==> config.mk <==
export PLATFORM = sky130hd
export DESIGN_NAME = dest_sequencer
export DESIGN_NICKNAME = d
export VERILOG_FILES = /design/src/rtl/dest_sequencer.sv
export SDC_FILE = /design/constraint.sdc
export NUM_CORES = 1
export LEC_CHECK = 0
export ABC_CLOCK_PERIOD_IN_PS = 3800
export BUFFER_PORTS_ARGS = -buffer_cell sky130_fd_sc_hd__buf_2
export CAP_MARGIN = 20
export CORE_MARGIN = 5
export CORE_UTILIZATION = 40
export DETAILED_ROUTE_END_ITERATION = 16
export GPL_TIMING_DRIVEN = 0
export PLACE_DENSITY_LB_ADDON = 0.2
export SLEW_MARGIN = 25
export SYNTH_ARGS = -nofsm -noshare
export SYNTH_HDL_FRONTEND = slang
export SYNTH_SLANG_ARGS = --single-unit
export TNS_END_PERCENT = 30
==> constraint.sdc <==
create_clock -name clk -period 3.8 [get_ports clk]
set_input_delay 0.38 -clock clk [delete_from_list [all_inputs] [get_ports clk]]
set_output_delay 0.38 -clock clk [all_outputs]
set_load 0.05 [all_outputs]
==> src/rtl/dest_sequencer.sv <==
// Mission sequencer: walks a captured destination list, issuing each
// waypoint to navigation, dwelling on arrival, then returning home.
module dest_sequencer #(
  parameter int          N_SLOTS      = 6,
  parameter int          DWELL_CYCLES = 16,
  parameter logic [7:0]  HOME_X       = 8'h06,
  parameter logic [7:0]  HOME_Y       = 8'h06
) (
  input  logic                   clk,
  input  logic                   rst,
  input  logic [16*N_SLOTS-1:0]  destn_in,
  input  logic                   load,
  input  logic                   start,
  input  logic                   abort,
  output logic [7:0]             goal_x,
  output logic [7:0]             goal_y,
  output logic                   goal_valid,
  input  logic                   goal_ready,
  input  logic                   arrived,
  output logic                   busy,
  output logic                   done,
  output logic [2:0]             wp_idx,
  output logic [2:0]             wp_count
);

  localparam int CW = $clog2(DWELL_CYCLES + 1);

  typedef enum logic [2:0] {
    IDLE, ISSUE, WAIT_ARR, DWELL, HOME_ISSUE, HOME_WAIT, DONE
  } state_t;

  state_t                 state;
  logic [16*N_SLOTS-1:0]  list;
  logic [CW-1:0]          cnt;
  logic                   abort_pend;
  logic [2:0]             nxt_idx;
  logic [15:0]            nxt_slot;
  logic [15:0]            first_slot;

  // The first all-zero pair terminates the list.
  function automatic logic [2:0] count_valid(
    input logic [16*N_SLOTS-1:0] d
  );
    logic [2:0] n;
    logic       run;
    n   = '0;
    run = 1'b1;
    for (int k = 0; k < N_SLOTS; k++) begin
      if (run && d[16*k +: 16] != 16'h0)
        n = n + 3'd1;
      else
        run = 1'b0;
    end
    return n;
  endfunction

  function automatic logic [15:0] slot(
    input logic [16*N_SLOTS-1:0] d,
    input logic [2:0]            idx
  );
    logic [15:0] s;
    s = '0;
    for (int k = 0; k < N_SLOTS; k++)
      if (3'(k) == idx) s = d[16*k +: 16];
    return s;
  endfunction

  always_comb begin
    nxt_idx    = wp_idx + 3'd1;
    nxt_slot   = slot(list, nxt_idx);
    first_slot = slot(list, 3'd0);
  end

  always_ff @(posedge clk or posedge rst) begin
    if (rst) begin
      state      <= IDLE;
      list       <= '0;
      goal_x     <= '0;
      goal_y     <= '0;
      goal_valid <= 1'b0;
      busy       <= 1'b0;
      done       <= 1'b0;
      wp_idx     <= '0;
      wp_count   <= '0;
      cnt        <= '0;
      abort_pend <= 1'b0;
    end else begin
      done <= 1'b0;
      unique case (state)
        IDLE: begin
          if (load) begin
            list     <= destn_in;
            wp_count <= count_valid(destn_in);
          end else if (start && wp_count != 3'd0) begin
            state      <= ISSUE;
            wp_idx     <= '0;
            goal_x     <= first_slot[7:0];
            goal_y     <= first_slot[15:8];
            goal_valid <= 1'b1;
            busy       <= 1'b1;
          end
        end
        ISSUE: begin
          if (goal_valid && goal_ready) begin
            goal_valid <= 1'b0;
            if (abort_pend || abort) begin
              state      <= HOME_ISSUE;
              abort_pend <= 1'b0;
            end else begin
              state <= WAIT_ARR;
            end
          end else if (abort) begin
            abort_pend <= 1'b1;
          end
        end
        WAIT_ARR: begin
          if (abort) begin
            state      <= HOME_ISSUE;
            goal_x     <= HOME_X;
            goal_y     <= HOME_Y;
            goal_valid <= 1'b1;
            abort_pend <= 1'b0;
          end else if (arrived) begin
            state <= DWELL;
            cnt   <= CW'(DWELL_CYCLES - 1);
          end
        end
        DWELL: begin
          if (abort || (cnt == '0 && nxt_idx >= wp_count)) begin
            state      <= HOME_ISSUE;
            goal_x     <= HOME_X;
            goal_y     <= HOME_Y;
            goal_valid <= 1'b1;
            abort_pend <= 1'b0;
          end else if (cnt == '0) begin
            state      <= ISSUE;
            wp_idx     <= nxt_idx;
            goal_x     <= nxt_slot[7:0];
            goal_y     <= nxt_slot[15:8];
            goal_valid <= 1'b1;
          end else begin
            cnt <= cnt - 1'b1;
          end
        end
        HOME_ISSUE: begin
          // Arriving here from an accepted aborted goal leaves valid low
          // for one cycle before the home goal is offered.
          if (!goal_valid) begin
            goal_x     <= HOME_X;
            goal_y     <= HOME_Y;
            goal_valid <= 1'b1;
          end else if (goal_ready) begin
            goal_valid <= 1'b0;
            state      <= HOME_WAIT;
          end
        end
        HOME_WAIT: begin
          if (arrived) begin
            state <= DONE;
            done  <= 1'b1;
          end
        end
        DONE: begin
          state <= IDLE;
          busy  <= 1'b0;
        end
        default: state <= IDLE;
      endcase
    end
  end

endmodule

# Word-level counts from Yosys, hierarchy flattened
# Index checks and enable logic that the tools add are counted.
# word_totals
ff_bits	130
input_bits	103
output_inout_bits	25
wordCells	170
# classes
n_addsub	7
n_lt_le_gt_ge	1
eq_ne	29
muxes	88
reduce_logical	34
# op_table
operator	count
16-bit 2-to-1 mux	6
16-bit nonzero test	6
3-bit 2-to-1 mux	30
8-bit 2-to-1 mux	10
8-bit case mux with 4 select lines	2
1-bit 2-to-1 mux	30
2-bit != test, second input constant	14
5-bit 2-to-1 mux	4
3-bit by 1-bit adder with 3-bit output, second input constant	6
3-bit case mux with 6 select lines	1
5-bit AND reduction	3
3-bit != test, second input constant	4
6-bit AND reduction	2
5-bit case mux with 2 select lines	1
3-bit equality test, second input constant	3
1-bit logical AND	8
8-bit AND reduction	1
2-bit by 3-bit equality test with 1-bit output, first input constant	2
3-bit by 2-bit equality test with 1-bit output, second input constant	2
3-bit equality test, first input constant	2
3-bit logical NOT	2
3-bit case mux with 2 select lines	1
2-bit nonzero test	3
3-bit nonzero test	2
13 further kinds	14

# Longest topological paths before layout
# logic_depth
depth_word	22
depth_mapped	14

# Worst setup path after synthesis
# OpenSTA, ideal clock, no wires.
# synth_path
path_kind	input to register
start	input destn_in[27]
end	register wp_count[2]
setup_time_ps	128
arrival_time_ps	2415
required_ps	3672
setup_slack_ps	1258
cell_stages	14
n_path_buf	0
cell_sequence	nor4_1 -> nand4_1 -> nand2_1 -> inv_1 -> ha_1 -> nor2_1 -> nor2_1 -> ha_1 -> a21o_1 -> ha_1 -> nand2_1 -> nor4_1 -> xnor2_1 -> a21oi_1
# synth_via
elab_chain_cells	19
word_cells_on_any_way	35
classes_between	add/sub (4); mux (25); reduce/logical (6)
# synth_lines
element	line_no	text
from (decl)	11	input logic [16*N_SLOTS-1:0] destn_in,
16-bit nonzero test *	49	if (run && d[16*k +: 16] != 16'h0)
1-bit logical AND *	49	
3-bit 2-to-1 mux / 1-bit 2-to-1 mux (equally long branches)	49	
3-bit 2-to-1 mux / 1-bit 2-to-1 mux (equally long branches)	91	if (load) begin
3-bit 2-to-1 mux / 1-bit 2-to-1 mux (equally long branches)	89	unique case (state)
3-bit by 1-bit adder with 3-bit output / 1-bit logical AND (equally long branches)	50, 49	
3-bit 2-to-1 mux / 1-bit 2-to-1 mux (equally long branches)	49	
3-bit 2-to-1 mux / 1-bit 2-to-1 mux (equally long branches)	91	
(+3 left out)	--	
3-bit 2-to-1 mux / 1-bit 2-to-1 mux (equally long branches)	91	
3-bit 2-to-1 mux / 1-bit 2-to-1 mux (equally long branches)	89	
3-bit by 1-bit adder with 3-bit output / 1-bit logical AND (equally long branches)	50, 49	
3-bit 2-to-1 mux / 1-bit 2-to-1 mux (equally long branches)	49	
3-bit 2-to-1 mux / 1-bit 2-to-1 mux (equally long branches)	91	
3-bit 2-to-1 mux / 1-bit 2-to-1 mux (equally long branches)	89	
3-bit by 1-bit adder with 3-bit output / 1-bit logical AND (equally long branches)	50, 49	
3-bit 2-to-1 mux *	49	
to (signal assigned)	93	wp_count <= count_valid(destn_in);
to (decl)	23	output logic [2:0] wp_count
# Every way passes the cells marked *; elsewhere a longest branch is shown, timed or not. The select of a mux whose other input is x is not followed.
# A chain may end at the register's enable or synchronous reset.

# Worst setup path after layout
# layout_path
start	input destn_in[3]
end	register wp_count[2]
# layout_via
elab_chain_cells	22
word_cells_on_any_way	42
classes_between	add/sub (5); mux (31); reduce/logical (6)
# layout_lines
element	line_no
16-bit nonzero test *	49
1-bit 2-to-1 mux	49
3-bit 2-to-1 mux / 1-bit 2-to-1 mux (equally long branches)	91
3-bit 2-to-1 mux / 1-bit 2-to-1 mux (equally long branches)	89
3-bit by 1-bit adder with 3-bit output / 1-bit logical AND (equally long branches)	50, 49
3-bit 2-to-1 mux / 1-bit 2-to-1 mux (equally long branches)	49
3-bit 2-to-1 mux / 1-bit 2-to-1 mux (equally long branches)	91
3-bit 2-to-1 mux / 1-bit 2-to-1 mux (equally long branches)	89
(+6 left out)	--
3-bit 2-to-1 mux / 1-bit 2-to-1 mux (equally long branches)	91
3-bit 2-to-1 mux / 1-bit 2-to-1 mux (equally long branches)	89
3-bit by 1-bit adder with 3-bit output / 1-bit logical AND (equally long branches)	50, 49
3-bit 2-to-1 mux / 1-bit 2-to-1 mux (equally long branches)	49
3-bit 2-to-1 mux / 1-bit 2-to-1 mux (equally long branches)	91
3-bit 2-to-1 mux / 1-bit 2-to-1 mux (equally long branches)	89
3-bit by 1-bit adder with 3-bit output / 1-bit logical AND (equally long branches)	50, 49
3-bit 2-to-1 mux *	49
# Marks and branches as above.

==> flow_metrics.env <==
export IMPL_n_antenna_cell=0
export IMPL_intPower_mw=4.40
export IMPL_dp_cells=973
export IMPL_synth_flop_cell="dfrtp_1"
export IMPL_final_cell_count_no_fill=1006
export IMPL_pin_count=128
export IMPL_antenna_found_initial=0
export IMPL_cp_slowest_stage_delay_ns=0.52
export IMPL_dr_wl_met3_mm=1.24
export IMPL_row_count=47
export IMPL_wire_per_inst_um=19.8
export IMPL_die_area_um2=19600
export IMPL_setup_slack_ns=0.851
export IMPL_wl_mm=19.9
export IMPL_total_leakage_power_nw=3.67
export IMPL_ys_warnings_count=0
export IMPL_path_max_fanout=6
export IMPL_synth_fp_nets=738
export IMPL_die_y_um=140
export IMPL_num_vias=5542
export IMPL_fin_tns_setup_ns=0
export IMPL_viasPerCell=5.51
export IMPL_tightest_slew_ns=0.646
export IMPL_grt_usage_pct=20.7
export IMPL_relSlewSlack_pct=56.2
export IMPL_reg2reg_slack_ns=1.23
export IMPL_hold_viol_final=0
export IMPL_dpl_hpwl_mm=15.8
export IMPL_crit_slowest_cell="nor4_1"
export IMPL_dr_pass1_iters=5
export IMPL_grt_pass1_vias=5890
export IMPL_cp_end_kind="flip-flop"
export IMPL_fin_skew_ns=0.0113
export IMPL_cap_violations=0
export IMPL_synthDistinctLibCells=60
export IMPL_crit_arrival_ns=3.24
export IMPL_finalCriticalPeriod_ns=2.95
export IMPL_grt_ovfl_total=0
export IMPL_worst_skew_pair_late_latency_ns=0.43
export IMPL_hold_slack_ns=0.199
export IMPL_crit_top_cell="ha_1"
export IMPL_cts_setup_buffers=0
export IMPL_p_total_mw=6.97
export IMPL_ant_nets=0
export IMPL_gp_congestion=0.962
export IMPL_die_w_um=140
export IMPL_synth_area_per_cell_um2=10.9
export IMPL_finalCritPeriodShare_pct=77.6
export IMPL_io_buffers=126
export IMPL_num_nets_final=888
export IMPL_met1Wirelength_mm=9.03
export IMPL_cts_buffers=17
export IMPL_async_reset_ff_share_pct=100
export IMPL_drc=0
export IMPL_drt_iter0_markers=319
export IMPL_pre_cts_ws_ns=0.507
export IMPL_setup_violations=0
export IMPL_synth_edf_count=0
export IMPL_syn2layout_area_growth_pct=24.9
export IMPL_ir_drop_uv=370
export IMPL_drive_above_1_share_pct=38.4
export IMPL_p_comb_share_pct=36.2
export IMPL_clock_power_share_pct=26.9
export IMPL_cts_root_buf="clkbuf_16"
export IMPL_required_ns=4.09
export IMPL_clock_path_buffers=2
export IMPL_clk_pin_slew_ns=0.06
export IMPL_coreArea_um2=16600
export IMPL_hp_class="input port to flip-flop"
export IMPL_status="finished, final reports clean"
export IMPL_wl_met2_mm=9.45
export IMPL_critPathLaunchType="input port"
export IMPL_p_sw_mw=2.57
export IMPL_top_layer_used="met4"
export IMPL_synth_yosys_seq_area_share_pct=48.1
export IMPL_grt_pass1_wl_mm=31.5
export IMPL_slew_viol_final=0
export IMPL_grt_max_degree=33
export IMPL_cts_sinks=130
export IMPL_p_sw_share_pct=36.9
export IMPL_rsz0062_at_grt="false"
export IMPL_sequentialPowerShare_pct=36.9
export IMPL_cts_tree="done"
export IMPL_cts_max_level=4
export IMPL_start_util_pct=40.8
export IMPL_fmax_mhz=339
export IMPL_p_per_area_nw_per_um2=824
export IMPL_cp_cell_sequence="buf_2 > nor4_1 > nand4_1 > nand2_1 > inv_1 > ha_1 > nor2_1 > nor2_1 > ha_1 > a21o_1 > ha_1 > nand2_1 > nor4_1 > xnor2_1 > a21oi_1"
export IMPL_criticalPathCategory="input port to flip-flop"
export IMPL_syn_instance_count=623
export IMPL_syn_cell_area_um2=6770
export IMPL_ys_ff_latch=130
==> cell type report <==
cell class              instances  area (µm²)
plain buffers                  37         173
clock inverters                13         233
multi-input cells             428        3240
clock buffers                  19         443
flip-flops and latches        130        3250
well taps                     220         275
fillers                      1539        8130
inverters                      28         109
repair buffers                131         728
==> cell families after synthesis <==
group | after synthesis | share of synthesized area [%]
and+or+nand+nor | 164 | 12.8
AOI/OAI and AO/OA | 150 | 16.0
DFF | 130 | 48.1
muxes | 97 | 16.1
buffers and inverters | 65 | 4.10
adders and majority gates | 13 | 2.38
xor gates and xnor gates | 4 | 0.518
==> cell usage in the layout, fill, tap and decap left out, types with 6 or more instances in the layout <==
master	Yosys	routed
nor2_1	28	28
buf_2	14	140
a22oi_1	13	13
ha_1	12	12
o221ai_2	10	10
bufinv_16	0	6
clkbuf_1	16	17
a21oi_1	53	53
nor4_1	26	26
mux2_2	91	91
o21ai_0	24	24
o211ai_1	6	6
nand2_1	59	59
nand3b_1	16	16
dfrtp_1	130	130
clkbuf_16	0	17
nand4_1	6	6
inv_1	28	27
==> power by group through the flow <==
stage          registers (mW)  logic, mW  clock network (mW)
6_report                 2.57       2.53                1.87
5_1_grt                  2.64       2.73                1.96
4_1_cts                  2.56       2.53                1.90
3_5_place_dp             2.58       2.51                   0
3_3_place_gp             2.56       2.45                   0
2_1_floorplan            2.69       1.58                   0
==> Yosys cell counts (2+ instances only) <==
library cell	number	share of area, %
dfrtp_1	130	48
mux2_2	91	15
nand2_1	59	3.3
a21oi_1	53	3.9
inv_1	28	1.6
nor2_1	28	1.6
nor4_1	26	2.4
o21ai_0	24	1.8
clkbuf_1	16	0.89
nand3b_1	16	1.8
buf_2	14	1.0
a22oi_1	13	1.4
ha_1	12	2.2
o221ai_2	10	2.2
nand4_1	6	0.55
o211ai_1	6	0.67
a21o_1	5	0.55
a31oi_1	5	0.46
mux2_1	5	0.83
nand2b_1	5	0.46
a221o_1	4	0.59
buf_1	4	0.22
nand3_1	4	0.30
nor3_1	4	0.30
o221a_2	4	0.67
and3_1	3	0.28
or2_2	3	0.28
xnor2_1	3	0.39
a211oi_1	2	0.22
a21boi_0	2	0.22
a21oi_2	2	0.26
buf_6	2	0.33
nor2b_1	2	0.18
nor3_4	2	0.48
o21a_1	2	0.22
o221ai_1	2	0.26
o22ai_1	2	0.18
o31ai_1	2	0.22
==> metal layers <==
layer  GRT usage, %  vias to the layer above
met4           5.61                        0
li1               -                     2593
met3           5.18                       18
met1           28.2                     2771
met2           33.2                      160
met5              0                        -
==> through the flow <==
step / area, µm² / util (%)
after detailed placement: 7770 / 46.8
final: 8450 / 51.0
after floorplan: 6770 / -
after global placement: 7680 / 46.3
after CTS: 8450 / 51.0
after global routing: 8450 / 51.0
==> state kept, by name (all words and copies together) (netlist names) <==
signal,flops
goal_valid,1
busy,1
wp_idx,3
wp_count,3
list,96
goal_y,8
done,1
state,3
goal_x,8
abort_pend,1
cnt,5
==> worst paths after layout <==
kind | from | endpoint | cells past startpoint
max | destn_in[3] | wp_count[2] | 15
min | destn_in[89] | list[89] | 2
max reg2reg | wp_idx[0] | goal_y[0] | 9
min reg2reg | list[45] | list[45] | 1
max in group asynchronous | rst | list[78] | 5
min in group asynchronous | rst | list[30] | 3
==> timing repair <==
item                                   CTS  global route
gates resized for setup                  0             0
endpoints found under the hold margin   10             0
hold buffers                             1             0
setup endpoints to repair                0             0
==> worst max-delay path, delay by kind of cell <==
| family | cells | cell delay, ns |
|---|---|---|
| and+or+nand+nor | 7 | 1.54 |
| adders and majority gates | 3 | 0.75 |
| AOI/OAI and AO/OA | 2 | 0.21 |
| buffers and inverters | 2 | 0.19 |
| xor gates and xnor gates | 1 | 0.16 |
No activity file was read; power rests on OpenSTA's default activity.
